===== config.mk =====
export PLATFORM = sky130hd
export DESIGN_NAME = uart_led_param
export DESIGN_NICKNAME = d
export VERILOG_FILES = /design/src/rtl/uart_pkg.sv /design/src/rtl/uart_baud_gen.sv /design/src/rtl/uart_led_param.sv
export SDC_FILE = /design/constraint.sdc
export NUM_CORES = 1
export LEC_CHECK = 0
export CAP_MARGIN = 20
export CORE_MARGIN = 4
export CORE_UTILIZATION = 56
export DETAILED_ROUTE_END_ITERATION = 7
export PLACE_DENSITY = 0.88
export SKIP_CTS_REPAIR_TIMING = 1
export SYNTH_ARGS = -nofsm -noshare
export SYNTH_HDL_FRONTEND = slang
export SYNTH_HIERARCHICAL = 1
export SYNTH_SLANG_ARGS = --single-unit
export TNS_END_PERCENT = 20

===== constraint.sdc =====
create_clock -name clk_rx -period 3.2 [get_ports clk_rx]
set_input_delay 0.48 -clock clk_rx [delete_from_list [all_inputs] [get_ports clk_rx]]
set_output_delay 0.48 -clock clk_rx [all_outputs]
set_load 0.01 [all_outputs]

===== src/rtl/uart_pkg.sv =====
// Shared types and helpers for the parametrised UART receive path.
package uart_pkg;

    typedef enum logic [2:0] {IDLE, START, DATA, PARITY, STOP} uart_rx_state_t;

    typedef enum int {PAR_NONE = 0, PAR_ODD = 1, PAR_EVEN = 2} uart_parity_t;

    // Clocks per oversample tick, floored.
    function automatic int unsigned calc_baud_div(input longint unsigned clock_rate,
                                                  input longint unsigned baud_rate,
                                                  input longint unsigned oversample);
        return unsigned'(32'(clock_rate / (baud_rate * oversample)));
    endfunction

endpackage


===== src/rtl/uart_baud_gen.sv =====
// Free-running oversample tick generator; clr_i realigns the count to a start edge.
module uart_baud_gen #(
    parameter int unsigned DIV = 10
) (
    input  logic clk_i,
    input  logic rst_ni,
    input  logic clr_i,
    output logic tick_o
);

    localparam int unsigned CW = (DIV > 1) ? $clog2(DIV) : 1;
    localparam logic [CW-1:0] LAST = CW'(DIV - 1);

    logic [CW-1:0] cnt_q, cnt_d;

    always_comb begin
        cnt_d = cnt_q + CW'(1);
        if (clr_i || (cnt_q == LAST)) begin
            cnt_d = '0;
        end
    end

    always_ff @(posedge clk_i or negedge rst_ni) begin
        if (!rst_ni) begin
            cnt_q <= '0;
        end else begin
            cnt_q <= cnt_d;
        end
    end

    assign tick_o = (cnt_q == LAST);

endmodule


===== src/rtl/uart_led_param.sv =====
// Oversampling UART receiver with configurable framing, driving an LED bank and
// exporting each received character with its error flags.
module uart_led_param
    import uart_pkg::*;
#(
    parameter int unsigned CLOCK_RATE = 200_000_000,
    parameter int unsigned BAUD_RATE  = 115_200,
    parameter int unsigned OVERSAMPLE = 16,
    parameter int unsigned DATA_BITS  = 8,
    parameter int unsigned PARITY     = 0,
    parameter int unsigned LED_WIDTH  = 8,
    parameter int unsigned LED_MODE   = 0
) (
    input  logic                 clk_rx,
    input  logic                 rst_n_clk_rx,
    input  logic                 rxd_i,
    output logic [DATA_BITS-1:0] rx_data_o,
    output logic                 rx_data_rdy_o,
    output logic                 frame_err_o,
    output logic                 parity_err_o,
    output logic [LED_WIDTH-1:0] led_o
);

    localparam int unsigned DIV = calc_baud_div(CLOCK_RATE, BAUD_RATE, OVERSAMPLE);
    localparam int unsigned SW  = $clog2(OVERSAMPLE);
    localparam int unsigned BW  = $clog2(DATA_BITS);

    localparam logic [SW-1:0] SMP_MID  = SW'(OVERSAMPLE / 2 - 1);
    localparam logic [SW-1:0] SMP_LAST = SW'(OVERSAMPLE - 1);
    localparam logic [BW-1:0] BIT_LAST = BW'(DATA_BITS - 1);
    localparam bit PAR_EN  = (PARITY != unsigned'(PAR_NONE));
    localparam bit PAR_INV = (PARITY == unsigned'(PAR_ODD));

    if (DIV < 1) begin : g_chk_div
        $error("uart_led_param: CLOCK_RATE too low for BAUD_RATE * OVERSAMPLE");
    end
    if ((OVERSAMPLE < 4) || (OVERSAMPLE % 2 != 0)) begin : g_chk_os
        $error("uart_led_param: OVERSAMPLE must be even and >= 4");
    end
    if ((DATA_BITS < 5) || (DATA_BITS > 9)) begin : g_chk_bits
        $error("uart_led_param: DATA_BITS must be 5..9");
    end
    if ((LED_WIDTH < DATA_BITS) || (PARITY > 2) || (LED_MODE > 1)) begin : g_chk_cfg
        $error("uart_led_param: illegal LED_WIDTH, PARITY or LED_MODE");
    end

    logic                 rxd_meta_q, rxd_sync_q;
    uart_rx_state_t       state_q;
    logic [SW-1:0]        smp_q;
    logic [BW-1:0]        bit_q;
    logic [DATA_BITS-1:0] shift_q;
    logic                 par_acc_q, par_bad_q;
    logic                 tick, baud_clr;
    logic [LED_WIDTH-1:0] led_next;

    // Idle-high synchroniser so reset never looks like a start edge.
    always_ff @(posedge clk_rx or negedge rst_n_clk_rx) begin
        if (!rst_n_clk_rx) begin
            {rxd_sync_q, rxd_meta_q} <= 2'b11;
        end else begin
            {rxd_sync_q, rxd_meta_q} <= {rxd_meta_q, rxd_i};
        end
    end

    assign baud_clr = (state_q == IDLE) && !rxd_sync_q;

    uart_baud_gen #(
        .DIV(DIV)
    ) u_baud_gen (
        .clk_i (clk_rx),
        .rst_ni(rst_n_clk_rx),
        .clr_i (baud_clr),
        .tick_o(tick)
    );

    if ((LED_MODE == 0) || (LED_WIDTH == DATA_BITS)) begin : g_led_direct
        assign led_next = LED_WIDTH'(shift_q);
    end else begin : g_led_shift
        assign led_next = {led_o[LED_WIDTH-DATA_BITS-1:0], shift_q};
    end

    always_ff @(posedge clk_rx or negedge rst_n_clk_rx) begin
        if (!rst_n_clk_rx) begin
            state_q       <= IDLE;
            smp_q         <= '0;
            bit_q         <= '0;
            shift_q       <= '0;
            par_acc_q     <= 1'b0;
            par_bad_q     <= 1'b0;
            rx_data_o     <= '0;
            rx_data_rdy_o <= 1'b0;
            frame_err_o   <= 1'b0;
            parity_err_o  <= 1'b0;
            led_o         <= '0;
        end else begin
            rx_data_rdy_o <= 1'b0;
            frame_err_o   <= 1'b0;
            parity_err_o  <= 1'b0;
            unique case (state_q)
                IDLE: begin
                    if (!rxd_sync_q) begin
                        state_q <= START;
                        smp_q   <= '0;
                    end
                end
                START: begin
                    if (tick) begin
                        if (smp_q == SMP_MID) begin
                            smp_q     <= '0;
                            bit_q     <= '0;
                            par_acc_q <= 1'b0;
                            par_bad_q <= 1'b0;
                            state_q   <= rxd_sync_q ? IDLE : DATA;
                        end else begin
                            smp_q <= smp_q + SW'(1);
                        end
                    end
                end
                DATA: begin
                    if (tick) begin
                        if (smp_q == SMP_LAST) begin
                            smp_q     <= '0;
                            shift_q   <= {rxd_sync_q, shift_q[DATA_BITS-1:1]};
                            par_acc_q <= par_acc_q ^ rxd_sync_q;
                            if (bit_q == BIT_LAST) begin
                                state_q <= PAR_EN ? uart_pkg::PARITY : STOP;
                            end else begin
                                bit_q <= bit_q + BW'(1);
                            end
                        end else begin
                            smp_q <= smp_q + SW'(1);
                        end
                    end
                end
                uart_pkg::PARITY: begin
                    if (tick) begin
                        if (smp_q == SMP_LAST) begin
                            smp_q     <= '0;
                            par_bad_q <= (rxd_sync_q != (par_acc_q ^ PAR_INV));
                            state_q   <= STOP;
                        end else begin
                            smp_q <= smp_q + SW'(1);
                        end
                    end
                end
                STOP: begin
                    if (tick) begin
                        if (smp_q == SMP_LAST) begin
                            smp_q        <= '0;
                            rx_data_o    <= shift_q;
                            frame_err_o  <= !rxd_sync_q;
                            parity_err_o <= par_bad_q;
                            if (rxd_sync_q && !par_bad_q) begin
                                rx_data_rdy_o <= 1'b1;
                                led_o         <= led_next;
                            end
                            state_q <= IDLE;
                        end else begin
                            smp_q <= smp_q + SW'(1);
                        end
                    end
                end
                default: state_q <= IDLE;
            endcase
        end
    end

endmodule


==> results.sh, run 1 <==
export IMPL_status="finished, final reports clean"
export IMPL_synth_distinct_cells=55
export IMPL_cts_tree="yes"
export IMPL_via_per_inst=5.93
export IMPL_critPathBufInv=0
export IMPL_start_util=0.601
export IMPL_multi_input_area_um2=991
export IMPL_hold_viol_final=0
export IMPL_drcViolationCount=0
export IMPL_synth_top_cell_area_share=0.508
export IMPL_hp_class="input port to async pin"
export IMPL_cap_violations=0
export IMPL_seq_area_mm2=0.00120
export IMPL_post_synth_top_count_cell="dfrtp_1"
export IMPL_slew_viol_final=0
export IMPL_nNetsFinal=214
export IMPL_syn_to_final_growth_pct=14.9
export IMPL_insertion_delay_ns=0.30
export IMPL_placementRows=22
export IMPL_finalHoldWorstSlack_ns=0.0668
export IMPL_path_clk_slew_ns=0.09
export IMPL_synthTopCellsByCount="46 x dfrtp_1, 24 x mux2_2, 15 x nand2_1"
export IMPL_finClkSkew_ns=0.00516
export IMPL_ys_flop_type="dfrtp_1"
export IMPL_io_buffers=21
export IMPL_powerDensity_mw_per_mm2=385
export IMPL_setup_viol=0
export IMPL_yosysSeqAreaShare=0.531
export IMPL_routedWlPerCell_um=16.4
export IMPL_netlist_instances=184
export IMPL_ant_nets=0
export IMPL_fillers=256
export IMPL_synthArstFlopShare=1.00
export IMPL_n_antenna_cell=0
export IMPL_clockBufferDepth=2
export IMPL_crit_arrival_ns=2.79
export IMPL_post_synth_cell_area_avg_um2=12.3
export IMPL_critPathSlowestCell="or3b_2"
export IMPL_synthTopCellsByArea="dfrtp_1 51%, mux2_2 12%, nand2_1 2.5%"
export IMPL_overflow=0
export IMPL_worstPathMaxFanout=9
export IMPL_grt_antenna_before_repair=0
export IMPL_yosysTopAreaCell="dfrtp_1"
export IMPL_ir_drop_v=0.000277
export IMPL_drt_first_pass_iters=4
export IMPL_total_power_mw=1.00
export IMPL_rsz0062_at_grt="no"
export IMPL_wl_um=4200
export IMPL_drt_iter0_drc=78
export IMPL_fin_crit_sh=0.813
export IMPL_cts_buffers=5
export IMPL_yosys_warnings=6
export IMPL_fp_dieH_um=71.6
export IMPL_hpwl_um=2980
export IMPL_critical_path_class="flop to flop"
export IMPL_grt_pass1_vias=1554
export IMPL_die_x_um=71.6
export IMPL_layout_min_cycle_time_ns=2.60
export IMPL_htree_num_levels=2
export IMPL_num_io_pins=22
export IMPL_grt_pass1_wl_um=7430
export IMPL_die_area_mm2=0.00513
export IMPL_ys_ff_latch=48
export IMPL_critPathCaptureType="flop"
export IMPL_path_cells="or3b_2 -> nor2_1 -> and4_1 -> and2_1 -> and3b_1 -> mux2_2"
export IMPL_final_layout_size_suffix_gt1_frac=0.245
export IMPL_max_stage_delay_ns=0.51
export IMPL_gp_congestion=0.880
export IMPL_synth_edf_count=0
export IMPL_clock_sinks=48
export IMPL_coreArea_mm2=0.00377
export IMPL_fin_tns_setup_ns=0
export IMPL_start_kind="flop"
export IMPL_crit_family="simple AND/OR/NAND/NOR gates"
export IMPL_track_usage=0.186
export IMPL_num_vias=1517
export IMPL_syn_nets=191
export IMPL_grt_max_degree=49
export IMPL_relSlewSlack=0.594
export IMPL_leakagePower_nw=1.16
export IMPL_tightest_slew_ns=0.603
export IMPL_fmax_ghz=0.384
export IMPL_syn_cell_area_mm2=0.00227
export IMPL_required_ns=3.39
export IMPL_cts_root_buf="clkbuf_8"
flip-flops by register name, indices dropped and copies added, names as in the netlist, 3 cells and up:
register,flops
led_next,8
u_baud_gen/cnt_q,7
bit_q,3
led_o,8
smp_q,4
rx_data_o,8
state_q,3
area by class of cell:
type                            instances  share of cell area
Clock buffer                            6              0.0317
Clock inverter                          2             0.00577
Sequential cell                        48               0.462
Tap cell                               48              0.0231
Multi-Input combinational cell        124               0.381
Timing Repair Buffer                   23              0.0894
Inverter                                5             0.00721
metrics by stage:
stage | setup slack (ns) | instance area [µm²] | cells | util
3_3_place_gp | 0.674 | 2490 | 247 | 0.659
4_1_cts | 0.605 | 2580 | 255 | 0.685
6_report | 0.597 | 2600 | 256 | 0.690
3_5_place_dp | 0.627 | 2490 | 247 | 0.659
2_1_floorplan | 0.823 | 2270 | 184 | -
5_1_grt | 0.385 | 2600 | 256 | 0.690
layout by cell type (no fill, tap or decap), types with 2 or more instances in the layout:
cell type        count
dfrtp_1             46
mux2_2              24
clkdlybuf4s50_1     20
nand2_1             15
o21ai_0             10
nor2_1               7
clkbuf_8             6
nand3_1              4
inv_1                4
ha_1                 4
nor2b_1              3
or3_1                3
xnor2_1              3
a21oi_1              3
nor3b_1              2
and3_1               2
and2_1               2
and3b_1              2
or2_2                2
nand2b_1             2
a2bb2oi_1            2
o22ai_1              2
a22oi_1              2
a22o_1               2
clkinvlp_4           2
dfstp_2              2
metal layers:
layer / routed length, µm / track usage
met1: 1800 / 0.240
met3: 194 / 0.0589
met2: 2130 / 0.300
met4: 72 / 0.0605
met5: 0 / 0
path summary, 6_finish.rpt:
kind	from	to	slack (ns)	cells past startpoint
worst max-delay path	u_baud_gen/cnt_q[2]	led_o[6]	0.60	6
worst min-delay path	rst_n_clk_rx	smp_q[0]	0.07	1
worst max register to register	u_baud_gen/cnt_q[2]	led_o[6]	0.60	6
worst min register to register	rxd_meta_q	rxd_sync_q	0.36	0
max in group asynchronous	rst_n_clk_rx	rx_data_o[3]	2.64	2
min in group clk_rx	rxd_meta_q	rxd_sync_q	0.36	0
power by group:
part / leakage, nW / switching, mW / internal (mW)
registers: 0.649 / 0.00239 / 0.608
clock network: 0.0434 / 0.202 / 0.175
logic: 0.470 / 0.0120 / 0.00439
total: 1.16 / 0.216 / 0.788
kinds of logic after synthesis:
kind of cell,count (synthesis),share of synthesized area
simple gates,56,0.158
fa+ha+maj,4,0.0221
compound gates,35,0.118
buf+inv,12,0.0315
mux,25,0.124
flops,48,0.531
xor+xnor,4,0.0155
No activity file was read; power rests on OpenSTA's default activity.
==> run 2: changes to the inputs <==
- clock period: 3.2 -> 2.4 ns (I/O delays scaled with it)
==> run 2 against run 1 <==
  * The run now ends with hold timing left
  * Global-route usage is 2.0 points higher
  * Utilization increased by 1.3 points
  * First-iteration DRC count rose by 32%
  * Die area did not move
  * Cell area up 1.9%
  * Power grew 53%
  * Clock power is 87% higher
  * Final cell count increased by 1.2%
  * Count of clock-buffer cells in the layout is 1 lower
  * Setup slack got worse by 0.50 ns
  * Highest routed layer unchanged
==> results.sh, run 2 (synthesis gave the netlist of run 1 again) <==
export IMPL_status="finished, violations left"
export IMPL_violations="hold timing"
export IMPL_htree_num_levels=2
export IMPL_drcViolationCount=0
export IMPL_placementRows=22
export IMPL_fin_crit_sh=0.959
export IMPL_nNetsFinal=217
export IMPL_fp_dieH_um=71.6
export IMPL_combPwrFrac=0.012
export IMPL_num_io_pins=22
export IMPL_drt_first_pass_iters=4
export IMPL_drt_iter0_drc=103
export IMPL_rsz0062_at_grt="no"
export IMPL_fin_tns_setup_ns=0
export IMPL_cap_violations=0
export IMPL_clock_sinks=48
export IMPL_slew_viol_final=0
export IMPL_ir_drop_v=0.000375
export IMPL_grt_max_degree=32
export IMPL_via_per_inst=6.10
export IMPL_place_ws_ns=0.115
export IMPL_leakagePower_nw=1.20
export IMPL_critical_path_class="flop to flop"
export IMPL_powerDensity_mw_per_mm2=579
export IMPL_start_kind="flop"
export IMPL_cts_root_buf="clkbuf_8"
export IMPL_hpwl_um=3230
export IMPL_overflow=0
export IMPL_final_layout_size_suffix_gt1_frac=0.256
export IMPL_grt_pass1_wl_um=8180
export IMPL_routedWlPerCell_um=18.5
export IMPL_cts_buffers=5
export IMPL_fin_util=0.704
export IMPL_finClkSkew_ns=0.00370
export IMPL_setup_ws_ns=0.0977
export IMPL_required_ns=2.60
export IMPL_final_cell_mix="46 x dfrtp_1, 24 x mux2_2, 20 x clkdlybuf4s50_1"
export IMPL_track_usage=0.206
export IMPL_die_x_um=71.6
export IMPL_reg2regPathDepth=6
export IMPL_fillers=253
export IMPL_die_area_mm2=0.00513
export IMPL_syn_to_final_growth_pct=17.1
export IMPL_n_antenna_cell=0
export IMPL_final_common_cell="dfrtp_1"
export IMPL_io_buffers=21
export IMPL_num_vias=1579
export IMPL_path_clk_slew_ns=0.09
export IMPL_wl_um=4780
export IMPL_finalHoldWorstSlack_ns=-0.0294
export IMPL_p_seq_frac=0.530
export IMPL_fmax_ghz=0.434
export IMPL_start_util=0.601
export IMPL_pwr_share_clk=0.458
export IMPL_relSlewSlack=0.567
export IMPL_internal_power_mw=1.23
export IMPL_hp_class="input port to async pin"
export IMPL_layout_min_cycle_time_ns=2.30
export IMPL_tightest_slew_ns=0.643
export IMPL_insertion_delay_ns=0.31
export IMPL_worstPathMaxFanout=8
export IMPL_finalNonFillerCells=259
export IMPL_clockBufferDepth=2
export IMPL_cts_tree="yes"
export IMPL_p_sw_frac=0.198
export IMPL_p_switching_mw=0.304
export IMPL_grt_pass1_vias=1736
export IMPL_placed_cells=251
export IMPL_final_design_area_no_fill_mm2=0.00265
export IMPL_setup_viol=0
export IMPL_ant_nets=0
export IMPL_gp_congestion=0.833
export IMPL_critPathCaptureType="flop"
export IMPL_hold_viol_final=17
export IMPL_coreArea_mm2=0.00377
export IMPL_crit_arrival_ns=2.50
export IMPL_placed_area_mm2=0.00252
export IMPL_grt_antenna_before_repair=0
==> run 2: cell count changes in the layout (fill, tap and decap cells not counted) <==
| cell | before | now |
|---|---|---|
| clkbuf_8 | 6 | 5 |
| clkinvlp_4 | 2 | 0 |
| buf_12 | 1 | 0 |
| bufinv_16 | 0 | 2 |
| inv_6 | 0 | 1 |
| buf_4 | 1 | 5 |
==> run 2: metrics by stage <==
step                      power (mW)  hold slack, ns
final                           1.54         -0.0294
after global routing            1.58          0.0135
after CTS                       1.54         -0.0166
after detailed placement       0.851           0.315
after global placement         0.849           0.298
after floorplan                0.831          0.0644
==> run 2: path summary, 6_finish.rpt <==
kind	from	to	slack, ns
max reg2reg	u_baud_gen/cnt_q[4]	led_next[1]	0.1
min reg2reg	rxd_meta_q	rxd_sync_q	0.37
min	rst_n_clk_rx	state_q[1]	-0.03
min in group clk_rx	rxd_meta_q	rxd_sync_q	0.37
max	u_baud_gen/cnt_q[4]	led_next[1]	0.1
max in group asynchronous	rst_n_clk_rx	rxd_meta_q	1.68
==> run 2: area by class of cell <==
class / count / area, µm² / area share
sequential: 48 / 1200 / 0.454
multi-input combinational: 124 / 991 / 0.373
clock inverter: 3 / 68.8 / 0.0259
inverter: 5 / 18.8 / 0.00707
clock buffer: 5 / 68.8 / 0.0259
timing repair buffer: 26 / 243 / 0.0915
tap: 48 / 60.1 / 0.0226
==> run 2: power by group through the flow <==
| stage | registers [mW] | logic, mW | clock network [mW] |
|---|---|---|---|
| 6_report | 0.815 | 0.0191 | 0.704 |
| 5_1_grt | 0.815 | 0.0233 | 0.737 |
| 4_1_cts | 0.815 | 0.0203 | 0.706 |
| 3_5_place_dp | 0.831 | 0.0203 | 0 |
| 3_3_place_gp | 0.830 | 0.0191 | 0 |
| 2_1_floorplan | 0.828 | 0.00322 | 0 |
==> run 2: per-layer routing <==
metal | routed length, µm | GRT usage
met1 | 1900 | 0.247
met2 | 2460 | 0.343
met5 | 0 | 0
met4 | 163 | 0.104
met3 | 251 | 0.0547
==> run 2: critical path, stage by stage, from the launching register on <==
cell and delay [ns]:
dfrtp_1 0.42, or3b_2 0.48, nor2_1 0.15, buf_4 0.17
nand3_1 0.16, nor3_4 0.40, mux2_2 0.40
==> run 3: changes to the inputs <==
- CAP_MARGIN: 20 -> unset
==> results of run 3 <==
Final layout, timing and power as in run 2 (identical DEF).
